**config.mk**
```make
export PLATFORM = sky130hd
export DESIGN_NAME = mmio_map_bridge_flat
export DESIGN_NICKNAME = d
export VERILOG_FILES = /design/src/rtl/mmio_map_bridge_if.sv /design/src/rtl/mmio_map_bridge.sv /design/src/flat_wrapper.sv
export SDC_FILE = /design/constraint.sdc
export NUM_CORES = 1
export LEC_CHECK = 0
export ABC_AREA = 1
export BUFFER_PORTS_ARGS = -buffer_cell sky130_fd_sc_hd__buf_2
export CAP_MARGIN = 20
export CORE_UTILIZATION = 42
export DETAILED_ROUTE_END_ITERATION = 7
export PLACE_DENSITY_LB_ADDON = 0.3
export RECOVER_POWER = 25
export SETUP_SLACK_MARGIN = 0.5
export SYNTH_ARGS = -nofsm -noshare
export SYNTH_HDL_FRONTEND = slang
export SYNTH_SLANG_ARGS = --single-unit
```
**constraint.sdc**
```tcl
create_clock -name clk -period 9.1 [get_ports clk]
set_clock_uncertainty 0.05 [all_clocks]
set_input_delay 0.455 -clock clk [delete_from_list [all_inputs] [get_ports clk]]
set_output_delay 0.455 -clock clk [all_outputs]
set_load 0.005 [all_outputs]
```
**src/rtl/mmio_map_bridge_if.sv**
```systemverilog
// Host MMIO request/response channel and FPU mapped-data port of mmio_map_bridge.
interface mmio_map_bridge_if;
    logic        mmio_wr_valid;
    logic [15:0] mmio_wr_addr;
    logic [63:0] mmio_wr_data;
    logic        mmio_rd_valid;
    logic [15:0] mmio_rd_addr;
    logic [8:0]  mmio_rd_tid;
    logic        mmio_rsp_valid;
    logic [8:0]  mmio_rsp_tid;
    logic [63:0] mmio_rsp_data;
    logic        mapped_stall;
    logic        mapped_data_valid;
    logic [31:0] mapped_data;
    logic [31:0] mapped_address;
    logic        fifo_overflow;

    // Host / FPU side: issues MMIO traffic and back-pressure, observes responses and deliveries.
    modport master (
        output mmio_wr_valid, mmio_wr_addr, mmio_wr_data,
        output mmio_rd_valid, mmio_rd_addr, mmio_rd_tid,
        output mapped_stall,
        input  mmio_rsp_valid, mmio_rsp_tid, mmio_rsp_data,
        input  mapped_data_valid, mapped_data, mapped_address, fifo_overflow
    );

    // Bridge side.
    modport slave (
        input  mmio_wr_valid, mmio_wr_addr, mmio_wr_data,
        input  mmio_rd_valid, mmio_rd_addr, mmio_rd_tid,
        input  mapped_stall,
        output mmio_rsp_valid, mmio_rsp_tid, mmio_rsp_data,
        output mapped_data_valid, mapped_data, mapped_address, fifo_overflow
    );
endinterface

```
**src/rtl/mmio_map_bridge.sv**
```systemverilog
// mmio_map_bridge: decodes host MMIO, answers DFH/AFU-ID/status reads, queues
// user-range writes in a FIFO and drains them onto the FPU mapped-data port.
// Optional feature: define MMIO_WR_COUNT_EN to add a 32-bit accepted-push
// counter readable (and clearable by write) at STAT_ADDR+2.
module mmio_map_bridge #(
    parameter int unsigned DEPTH     = 16,
    parameter logic [15:0] USER_BASE = 16'h0020,
    parameter logic [15:0] STAT_ADDR = 16'h0010
) (
    input  logic                  clk,
    input  logic                  rst,
    input  logic [127:0]          afu_id,
    mmio_map_bridge_if.slave      bus
);
    localparam int unsigned AW       = $clog2(DEPTH);
    localparam int unsigned CW       = AW + 1;
    localparam logic [15:0] CNT_ADDR = STAT_ADDR + 16'd2;
    localparam logic [63:0] DFH_VAL  = 64'h1000_0100_0000_0000;

    typedef struct packed {
        logic [15:0] addr;
        logic [31:0] data;
    } entry_t;

    entry_t        mem [DEPTH];
    logic [AW-1:0] wr_ptr;
    logic [AW-1:0] rd_ptr;
    logic [CW-1:0] count;
    logic          overflow;

    logic          push_req_c;
    logic          stat_clr_c;
    logic          full_c;
    logic          pop_c;
    logic          push_c;
    logic          ovf_set_c;
    logic [63:0]   rd_data_c;

`ifdef MMIO_WR_COUNT_EN
    logic [31:0]   wr_cnt;
    logic          cnt_clr_c;
`endif

    // Write decode and FIFO push/pop qualification.
    always_comb begin
        push_req_c = bus.mmio_wr_valid && (bus.mmio_wr_addr >= USER_BASE);
        stat_clr_c = bus.mmio_wr_valid && (bus.mmio_wr_addr == STAT_ADDR);
        full_c     = (count == CW'(DEPTH));
        pop_c      = (count != '0) && !bus.mapped_stall;
        // A full FIFO still accepts a push when an entry leaves in the same cycle.
        push_c     = push_req_c && (!full_c || pop_c);
        ovf_set_c  = push_req_c && full_c && !pop_c;
    end

`ifdef MMIO_WR_COUNT_EN
    // Counter clear strobe.
    always_comb begin
        cnt_clr_c = bus.mmio_wr_valid && (bus.mmio_wr_addr == CNT_ADDR);
    end
`endif

    // Read data mux; status reflects pre-update count and overflow.
    always_comb begin
        rd_data_c = '0;
        case (bus.mmio_rd_addr)
            16'h0000:  rd_data_c = DFH_VAL;
            16'h0002:  rd_data_c = afu_id[63:0];
            16'h0004:  rd_data_c = afu_id[127:64];
            STAT_ADDR: rd_data_c = {overflow, 47'b0, 16'(count)};
`ifdef MMIO_WR_COUNT_EN
            CNT_ADDR:  rd_data_c = {32'b0, wr_cnt};
`endif
            default:   rd_data_c = '0;
        endcase
    end

    // FIFO storage; contents need no reset since count gates every read.
    always_ff @(posedge clk) begin
        if (push_c) begin
            mem[wr_ptr] <= '{addr: bus.mmio_wr_addr, data: bus.mmio_wr_data[31:0]};
        end
    end

    // FIFO pointers, occupancy and sticky overflow (set beats clear).
    always_ff @(posedge clk or posedge rst) begin
        if (rst) begin
            wr_ptr   <= '0;
            rd_ptr   <= '0;
            count    <= '0;
            overflow <= 1'b0;
        end else begin
            if (push_c) wr_ptr <= wr_ptr + AW'(1);
            if (pop_c)  rd_ptr <= rd_ptr + AW'(1);
            count <= count + CW'(push_c) - CW'(pop_c);
            if (ovf_set_c)       overflow <= 1'b1;
            else if (stat_clr_c) overflow <= 1'b0;
        end
    end

`ifdef MMIO_WR_COUNT_EN
    // Accepted-push counter, wraps naturally at 2^32.
    always_ff @(posedge clk or posedge rst) begin
        if (rst)            wr_cnt <= '0;
        else if (cnt_clr_c) wr_cnt <= '0;
        else if (push_c)    wr_cnt <= wr_cnt + 32'd1;
    end
`endif

    // Registered FPU delivery: one pulse per popped entry, data holds otherwise.
    always_ff @(posedge clk or posedge rst) begin
        if (rst) begin
            bus.mapped_data_valid <= 1'b0;
            bus.mapped_data       <= '0;
            bus.mapped_address    <= '0;
        end else begin
            bus.mapped_data_valid <= pop_c;
            if (pop_c) begin
                bus.mapped_data    <= mem[rd_ptr].data;
                bus.mapped_address <= {16'b0, mem[rd_ptr].addr};
            end
        end
    end

    // Registered MMIO read response with echoed tid.
    always_ff @(posedge clk or posedge rst) begin
        if (rst) begin
            bus.mmio_rsp_valid <= 1'b0;
            bus.mmio_rsp_tid   <= '0;
            bus.mmio_rsp_data  <= '0;
        end else begin
            bus.mmio_rsp_valid <= bus.mmio_rd_valid;
            if (bus.mmio_rd_valid) begin
                bus.mmio_rsp_tid  <= bus.mmio_rd_tid;
                bus.mmio_rsp_data <= rd_data_c;
            end
        end
    end

    assign bus.fifo_overflow = overflow;
endmodule

```
**src/flat_wrapper.sv**
```systemverilog
// flat-port wrapper written by rule: the top's interface ports become plain ports
module mmio_map_bridge_flat 
#(
    parameter int unsigned DEPTH     = 16,
    parameter logic [15:0] USER_BASE = 16'h0020,
    parameter logic [15:0] STAT_ADDR = 16'h0010
)
  (clk, rst, afu_id, bus_mmio_wr_valid, bus_mmio_wr_addr, bus_mmio_wr_data, bus_mmio_rd_valid, bus_mmio_rd_addr, bus_mmio_rd_tid, bus_mapped_stall, bus_mmio_rsp_valid, bus_mmio_rsp_tid, bus_mmio_rsp_data, bus_mapped_data_valid, bus_mapped_data, bus_mapped_address, bus_fifo_overflow);
  mmio_map_bridge_if bus_i ();
  input  logic clk;
  input  logic rst;
  input  logic [127:0] afu_id;
  input wire logic [$bits(bus_i.mmio_wr_valid)-1:0] bus_mmio_wr_valid;
  input wire logic [$bits(bus_i.mmio_wr_addr)-1:0] bus_mmio_wr_addr;
  input wire logic [$bits(bus_i.mmio_wr_data)-1:0] bus_mmio_wr_data;
  input wire logic [$bits(bus_i.mmio_rd_valid)-1:0] bus_mmio_rd_valid;
  input wire logic [$bits(bus_i.mmio_rd_addr)-1:0] bus_mmio_rd_addr;
  input wire logic [$bits(bus_i.mmio_rd_tid)-1:0] bus_mmio_rd_tid;
  input wire logic [$bits(bus_i.mapped_stall)-1:0] bus_mapped_stall;
  output wire logic [$bits(bus_i.mmio_rsp_valid)-1:0] bus_mmio_rsp_valid;
  output wire logic [$bits(bus_i.mmio_rsp_tid)-1:0] bus_mmio_rsp_tid;
  output wire logic [$bits(bus_i.mmio_rsp_data)-1:0] bus_mmio_rsp_data;
  output wire logic [$bits(bus_i.mapped_data_valid)-1:0] bus_mapped_data_valid;
  output wire logic [$bits(bus_i.mapped_data)-1:0] bus_mapped_data;
  output wire logic [$bits(bus_i.mapped_address)-1:0] bus_mapped_address;
  output wire logic [$bits(bus_i.fifo_overflow)-1:0] bus_fifo_overflow;
  assign bus_i.mmio_wr_valid = bus_mmio_wr_valid;
  assign bus_i.mmio_wr_addr = bus_mmio_wr_addr;
  assign bus_i.mmio_wr_data = bus_mmio_wr_data;
  assign bus_i.mmio_rd_valid = bus_mmio_rd_valid;
  assign bus_i.mmio_rd_addr = bus_mmio_rd_addr;
  assign bus_i.mmio_rd_tid = bus_mmio_rd_tid;
  assign bus_i.mapped_stall = bus_mapped_stall;
  assign bus_mmio_rsp_valid = bus_i.mmio_rsp_valid;
  assign bus_mmio_rsp_tid = bus_i.mmio_rsp_tid;
  assign bus_mmio_rsp_data = bus_i.mmio_rsp_data;
  assign bus_mapped_data_valid = bus_i.mapped_data_valid;
  assign bus_mapped_data = bus_i.mapped_data;
  assign bus_mapped_address = bus_i.mapped_address;
  assign bus_fifo_overflow = bus_i.fifo_overflow;
  mmio_map_bridge #(.DEPTH(DEPTH), .USER_BASE(USER_BASE), .STAT_ADDR(STAT_ADDR)) u_core (.clk(clk), .rst(rst), .afu_id(afu_id), .bus(bus_i));
endmodule
```
==> out/results.ini, run 1 <==
[layout]
seqCellArea_um2=26500
multi_input_area_um2=9800
fillers=7788
syn_to_final_growth_pct=15.2
drive_gt1_frac=0.137
final_util=0.489
fin_nets=3932
fin_area_um2=43200

[routing]
wl_per_cell_um=19.7
routed_via_density=5.16
first_iter_violations=2217
dr.pass1.iters=5
vias=25451
routed_wl_um=96900
route.detailed.drc=0
antenna_left=0

[clocking]
clk_pin_slew_ns=0.06
clockBufferDepth=3
insertion_delay_ns=0.68
numCtsBuffers=94
cts-root-buf=clkbuf_16
cts.sinks=905
cts_tree=done
cts_setup_buffers=0
htree_num_levels=3

[yosys]
ys.flop_type=edfxtp_1
synth_edf_count=768
syn_area_um2=37500
yosys-top-cells-count=nand2_1, edfxtp_1, nand3_1
synth_cell_types=27
synth_most_common_cell=nand2_1
yosys-top-cells-area=edfxtp_1, nand2_1, nand3_1
avgSynthCellArea_um2=11.0
yosysSeqAreaShare=0.707
yosysTopAreaCellShare=0.615
yosysTopAreaCell=edfxtp_1
ys_ff_latch=905
async_flop_share=0.151
yosys_warnings=0
postSynthCellCount=3419

[global_route]
grt_pass1_vias=23730
antenna_found_initial=9
grt_util_met3=0.0306
grt.overflow.total=0
grtUsageTotal=0.211
met2_usage=0.362
grt_pass1_wl_um=144000
grt.busiest_layer=met2
grt_max_degree=226
grtUsageMet1=0.270

[floorplanning]
fp.dieH_um=301
design.core.area_um2=88400
start_util=0.424
die_w_um=301
io-pin-count=378
rows=109
dieArea_um2=90500

[critical_path]
crit_family=simple AND/OR/NAND/NOR gates
critPathMaxFanout=28
worst-path-buf-inv=2
critPathCaptureType=flip-flop
worstPathRequired_ns=9.33
start_kind=flip-flop
crit_type=flip-flop to flip-flop
critPathMaxStageDelay_ns=1.10
cp_slowest_cell=nor2_4
cp.arrival_ns=4.17
crit_chain=inv_1 -> ha_1 -> nand2_1 -> nor2_1 -> nand3_1 -> nand3_2 -> nor2_4 -> buf_4

[placed_design]
dp_hpwl_um=50700
place_congestion=0.762
port-buffer-count=329
place_area_um2=39800

[timing]
period_share=0.433
fmax_mhz=254
final_hold_viol_count=0
rsz0062_at_grt=no
slew_headroom=0.192
setup_viol=0
period_minus_slack_ns=3.94
worstMarginPinSlew_ns=1.21
setup-tns-final_ns=0
final_max_slew_viol_count=0

[pwr]
power_mw=13.0
p_leak_nw=17.6
power_density_nw_per_um2=301
ir_drop_mv=0.260

[outcome]
status=complete, no violations

[hold_path]
hp-class=input pin to flip-flop

[job]
drv_cap=0

-- per-layer routing --
| metal | routed length (um) | vias up |
|---|---|---|
| met5 | 59 | - |
| met4 | 2790 | 8 |
| met3 | 6240 | 166 |
| met2 | 48200 | 909 |
| met1 | 39600 | 12176 |
| li1 | - | 12192 |
-- worst paths after layout --
| check | from | endpoint | slack [ns] | depth (start not counted) |
|---|---|---|---|---|
| setup reg to reg | u_core.count[2] | u_core.mem[13][35] | 5.16 | 8 |
| setup / recovery | u_core.count[2] | u_core.mem[13][35] | 5.16 | 8 |
| hold / removal | bus_mmio_wr_valid | u_core.bus.fifo_overflow | 0.05 | 3 |
| max in group asynchronous | rst | u_core.bus.mapped_data[28] | 7.13 | 4 |
| hold reg to reg | u_core.bus.mmio_rsp_tid[1] | u_core.bus.mmio_rsp_tid[1] | 0.42 | 2 |
| min in group asynchronous | rst | u_core.bus.mmio_rsp_data[10] | 0.49 | 3 |
-- cell families after synthesis --
logic type | share of synthesized area
adder cells (fa/ha/maj) | 0.00420
AND/OR/NAND/NOR | 0.249
other | 0.000100
flip-flops | 0.707
AO/OA/AOI/OAI | 0.00120
buffers and inverters | 0.0368
XOR/XNOR | 0.00210
-- stage by stage --
step           worst slack, ns  cells  hold slack, ns
4_1_cts                   4.96   4927         0.00253
3_5_place_dp              4.72   4739           0.403
2_1_floorplan             4.93   3434           0.415
5_1_grt                   4.90   4931          0.0446
6_report                  5.16   4932          0.0454
3_3_place_gp              4.77   4738           0.400
-- cell usage in the layout, fill, tap and decap left out, types with 11 or more instances in the layout --
| master | netlist | routed |
|---|---|---|
| buf_2 | 104 | 295 |
| buf_4 | 56 | 35 |
| bufinv_16 | 0 | 12 |
| clkbuf_1 | 43 | 48 |
| clkbuf_16 | 0 | 98 |
| clkinv_1 | 0 | 14 |
| clkinv_2 | 0 | 18 |
| conb_1 | 1 | 16 |
| dfrtp_1 | 137 | 133 |
| dlygate4sd3_1 | 0 | 11 |
| edfxtp_1 | 768 | 768 |
| ha_1 | 11 | 11 |
| inv_1 | 20 | 17 |
| nand2_1 | 1464 | 1463 |
| nand3_1 | 722 | 722 |
| nor2_1 | 38 | 22 |
| nor2_4 | 3 | 19 |
-- repair_timing --
action | in CTS | in global routing
hold endpoints to repair | 86 | 0
hold buffers | 11 | 0
resized for setup | 0 | 0
-- sequential cells by signal, indices dropped and copies added (netlist names) --
register / cells
u_core.mem: 768
u_core.bus.mmio_rsp_data: 64
u_core.bus.mapped_data: 32
u_core.bus.mapped_address: 16
u_core.bus.mmio_rsp_tid: 9
u_core.count: 5
u_core.rd_ptr: 4
u_core.wr_ptr: 4
u_core.bus.fifo_overflow: 1
u_core.bus.mapped_data_valid: 1
u_core.bus.mmio_rsp_valid: 1
-- layout make-up --
cell class / instances / share of cell area
Sequential cell: 905 / 0.613
Multi-Input combinational cell: 2279 / 0.227
Clock buffer: 120 / 0.0605
Timing Repair Buffer: 378 / 0.0475
Tap cell: 1165 / 0.0337
Clock inverter: 57 / 0.0151
Inverter: 24 / 0.00266
Antenna cell: 4 / 0.000232
-- power by group --
part / total [mW] / leakage, nW / switching (mW) / internal (mW)
Combinational: 3.71 / 7.26 / 2.61 / 1.10
Clock: 4.02 / 1.60 / 1.63 / 2.39
Sequential: 5.29 / 8.73 / 0.317 / 4.98
Total: 13.0 / 17.6 / 4.56 / 8.47
-- tightest hold or removal path, cell delays in order --
cell,delay (ns)
buf_2,0.14
nand2_1,0.07
o21ai_0,0.06
Note: power is estimated with default switching activity, not from simulation.
==> run 2, diff against run 1 <==
--- a/config.mk
+++ b/config.mk
@@ -5,7 +5,7 @@
 export SDC_FILE = /design/constraint.sdc
 export NUM_CORES = 1
 export LEC_CHECK = 0
-export ABC_AREA = 1
+export ABC_AREA = 0
 export BUFFER_PORTS_ARGS = -buffer_cell sky130_fd_sc_hd__buf_2
 export CAP_MARGIN = 20
 export CORE_UTILIZATION = 42
==> constraint.sdc (replaced) <==
create_clock -name clk -period 3.4 [get_ports clk]
set_clock_uncertainty 0.05 [all_clocks]
set_input_delay 0.17 -clock clk [delete_from_list [all_inputs] [get_ports clk]]
set_output_delay 0.17 -clock clk [all_outputs]
set_load 0.005 [all_outputs]
==> run 2 against run 1 <==
Effect of this change: total power rose to 2.5 times the previous value; critical path type is now input pin to flip-flop; combinational power increased by 110%; final area rose by 0.53%; flip-flop and latch count stayed put; first-iteration DRC count down 34%; synthesized cell count fell by 51%; register-to-register slack worse by 4.5 ns; sequential power rose to 2.7 times the previous value.
==> out/results.ini, run 2 <==
[critical_path]
critPathMaxFanout=17  ; -39%
start_kind=input pin
cp.arrival_ns=3.04  ; -1.13 ns
worstPathRequired_ns=3.64  ; -5.69 ns
crit_chain=dlygate4sd3_1 -> clkbuf_1 -> nor4_1 -> buf_4 -> a311oi_4 -> nand2_1 -> nor3_4 -> buf_4
crit_type=input pin to flip-flop
critPathCaptureType=flip-flop
cp_slowest_cell=dlygate4sd3_1
cpMostUsedCell=buf_4
critPathMaxStageDelay_ns=0.52  ; -0.58 ns

[floorplanning]
die_w_um=290  ; -3.5%
dieArea_um2=84200  ; -7.0%
io-pin-count=378  ; unchanged
fp.dieH_um=290  ; -3.5%
design.core.area_um2=82100  ; -7.1%
rows=105  ; -3.7%
start_util=0.425  ; about the same

[timing]
period_share=0.825
rsz0062_at_grt=no
setup_viol=0  ; unchanged
fmax_mhz=356
final_max_slew_viol_count=0  ; unchanged
period_minus_slack_ns=2.81
worstMarginPinSlew_ns=0.802  ; -0.410 ns
slew_headroom=0.466  ; +0.274
final_hold_viol_count=0  ; unchanged
setup-tns-final_ns=0  ; unchanged

[routing]
antenna_left=0  ; unchanged
routed_via_density=5.54  ; +7.4%
route.detailed.drc=0  ; unchanged
vias=18846  ; -26%
dr.pass1.iters=5  ; unchanged
routed_wl_um=84300  ; -13%
wl_per_cell_um=24.8  ; +26%
first_iter_violations=1455  ; -34%

[hold_path]
hp-class=input pin to flip-flop

[layout]
final_common_cell=edfxtp_1
layout_common_cells=edfxtp_1, buf_2, mux4_2
syn_to_final_growth_pct=24.6
seqCellArea_um2=26500  ; about the same
reg.largest.list=u_core.mem: 768 flops, u_core.bus.mmio_rsp_data: 64 flops, u_core.bus.mapped_data: 32 flops
multi_input_area_um2=7990  ; -18%
fin_area_um2=43400  ; +0.53%
fin_cells=3400  ; -31%
regMostFlops=u_core.mem
drive_gt1_frac=0.339  ; +0.202
fin_nets=2502  ; -36%
largest_reg_flops=768  ; unchanged
fillers=6383  ; -18%

[pwr]
ir_drop_mv=0.611  ; +140%
p_leak_nw=15.1  ; -14%
power_mw=32.6  ; +150%
power_density_nw_per_um2=751  ; +150%

[placed_design]
dp_hpwl_um=48900  ; -3.6%
placed_cells=3033  ; -36%
place_congestion=0.956  ; +26%
place_area_um2=38300  ; -3.8%
port-buffer-count=329  ; unchanged

[clocking]
clk_pin_slew_ns=0.06  ; about the same
htree_num_levels=3  ; unchanged
clockBufferDepth=3  ; unchanged
insertion_delay_ns=0.66  ; -0.02 ns
numCtsBuffers=91  ; -3.2%
cts_tree=done
cts-root-buf=clkbuf_16
cts.sinks=905  ; unchanged

[yosys]
postSynthCellCount=1673  ; -51%
syn_area_um2=34900  ; -7.0%
synth_most_common_cell=edfxtp_1
synth_edf_count=768  ; unchanged
ys_ff_latch=905  ; unchanged
yosysTopAreaCell=edfxtp_1
yosysTopAreaCellShare=0.661  ; +0.0463
async_flop_share=0.151  ; unchanged
yosys_warnings=0  ; unchanged
synth_cell_types=46  ; +70%
ys.flop_type=edfxtp_1
yosys-top-cells-count=edfxtp_1, mux4_2, dfrtp_1
avgSynthCellArea_um2=20.8  ; +90%
yosys-top-cells-area=edfxtp_1, mux4_2, dfrtp_1
yosysSeqAreaShare=0.760  ; +0.0532

[global_route]
grtUsageTotal=0.201  ; -0.00932
grt_pass1_wl_um=127000  ; -12%
grt.overflow.total=0  ; unchanged
antenna_found_initial=4  ; -5
grt_pass1_vias=19837  ; -16%
grt_max_degree=65  ; -71%

[job]
drv_cap=0  ; unchanged

[outcome]
status=complete, no violations

run 2: changes by cell type after synthesis, sizes merged, moves of 12 or more:
cell     before  now
nor3          1   14
mux4          0  192
nor2         42   19
o2bb2ai       0   64
nand3       723    4
mux2i         0   36
a22oi         0  120
mux2          0   21
clkbuf       43   55
o211ai        0   35
nand2      1464   62
buf         183   62
run 2: cells by family after synthesis:
logic type / Yosys count / synth area share
fa+ha+maj: 12 / 0.00452
mux: 249 / 0.141
other cells: 1 / 0.000108
buf+inv: 132 / 0.0183
xor+xnor: 11 / 0.00276
flops: 905 / 0.760
compound gates: 241 / 0.0577
simple gates: 122 / 0.0159
run 2: layout make-up:
| type | count | area share |
|---|---|---|
| timing repair buffer | 588 | 0.100 |
| tap | 1070 | 0.0308 |
| clock buffer | 120 | 0.0582 |
| inverter | 15 | 0.00138 |
| sequential | 905 | 0.610 |
| antenna | 3 | 0.000173 |
| multi-input combinational | 651 | 0.184 |
| clock inverter | 48 | 0.0152 |
run 2: critical path: cells and delay by family:
family,cells,cell delay (ns)
and+or+nand+nor,3,0.80
buffers and inverters,4,1.57
AOI/OAI and AO/OA,1,0.50
run 2: worst paths after layout:
| check | slack [ns] | endpoint | startpoint | cells after the start |
|---|---|---|---|---|
| setup / recovery | 0.59 | u_core.mem[1][21] | bus_mmio_wr_addr[7] | 8 |
| hold / removal | 0.06 | u_core.bus.mmio_rsp_data[0] | afu_id[64] | 5 |
| setup reg to reg | 0.68 | u_core.count[4] | u_core.count[2] | 13 |
| hold reg to reg | 0.43 | u_core.bus.mmio_rsp_data[12] | u_core.bus.mmio_rsp_data[12] | 1 |
| max in group asynchronous | 2.43 | u_core.bus.mapped_address[8] | rst | 4 |
| min in group asynchronous | 0.13 | u_core.wr_ptr[3] | rst | 3 |
run 2: timing repair:
| action | CTS | global route |
|---|---|---|
| hold endpoints to repair | 862 | 0 |
| resized for setup | 3 | 3 |
| pin swaps | 0 | 3 |
| setup endpoints to repair | 27 | 38 |
| setup buffers | 0 | 8 |
| hold buffers | 187 | 0 |
run 2: through the flow:
stage          hold WS [ns]   util  setup WS [ns]
3_3_place_gp          0.237  0.467          0.494
3_5_place_dp          0.238  0.467          0.484
5_1_grt              0.0647  0.529          0.396
2_1_floorplan         0.151      -          0.262
4_1_cts              0.0320  0.528          0.515
6_report             0.0575  0.529          0.594
run 2: power by group:
group	switching (mW)	internal (mW)
sequential	0.822	13.4
clock	4.17	6.26
combinational	4.08	3.89
run 2: routing by layer:
layer	wire [um]	vias to the layer above	track usage
li1	-	8108	-
met1	34900	9954	0.265
met2	42300	641	0.341
met3	4600	141	0.0365
met4	2460	2	0.0623
met5	8	-	0
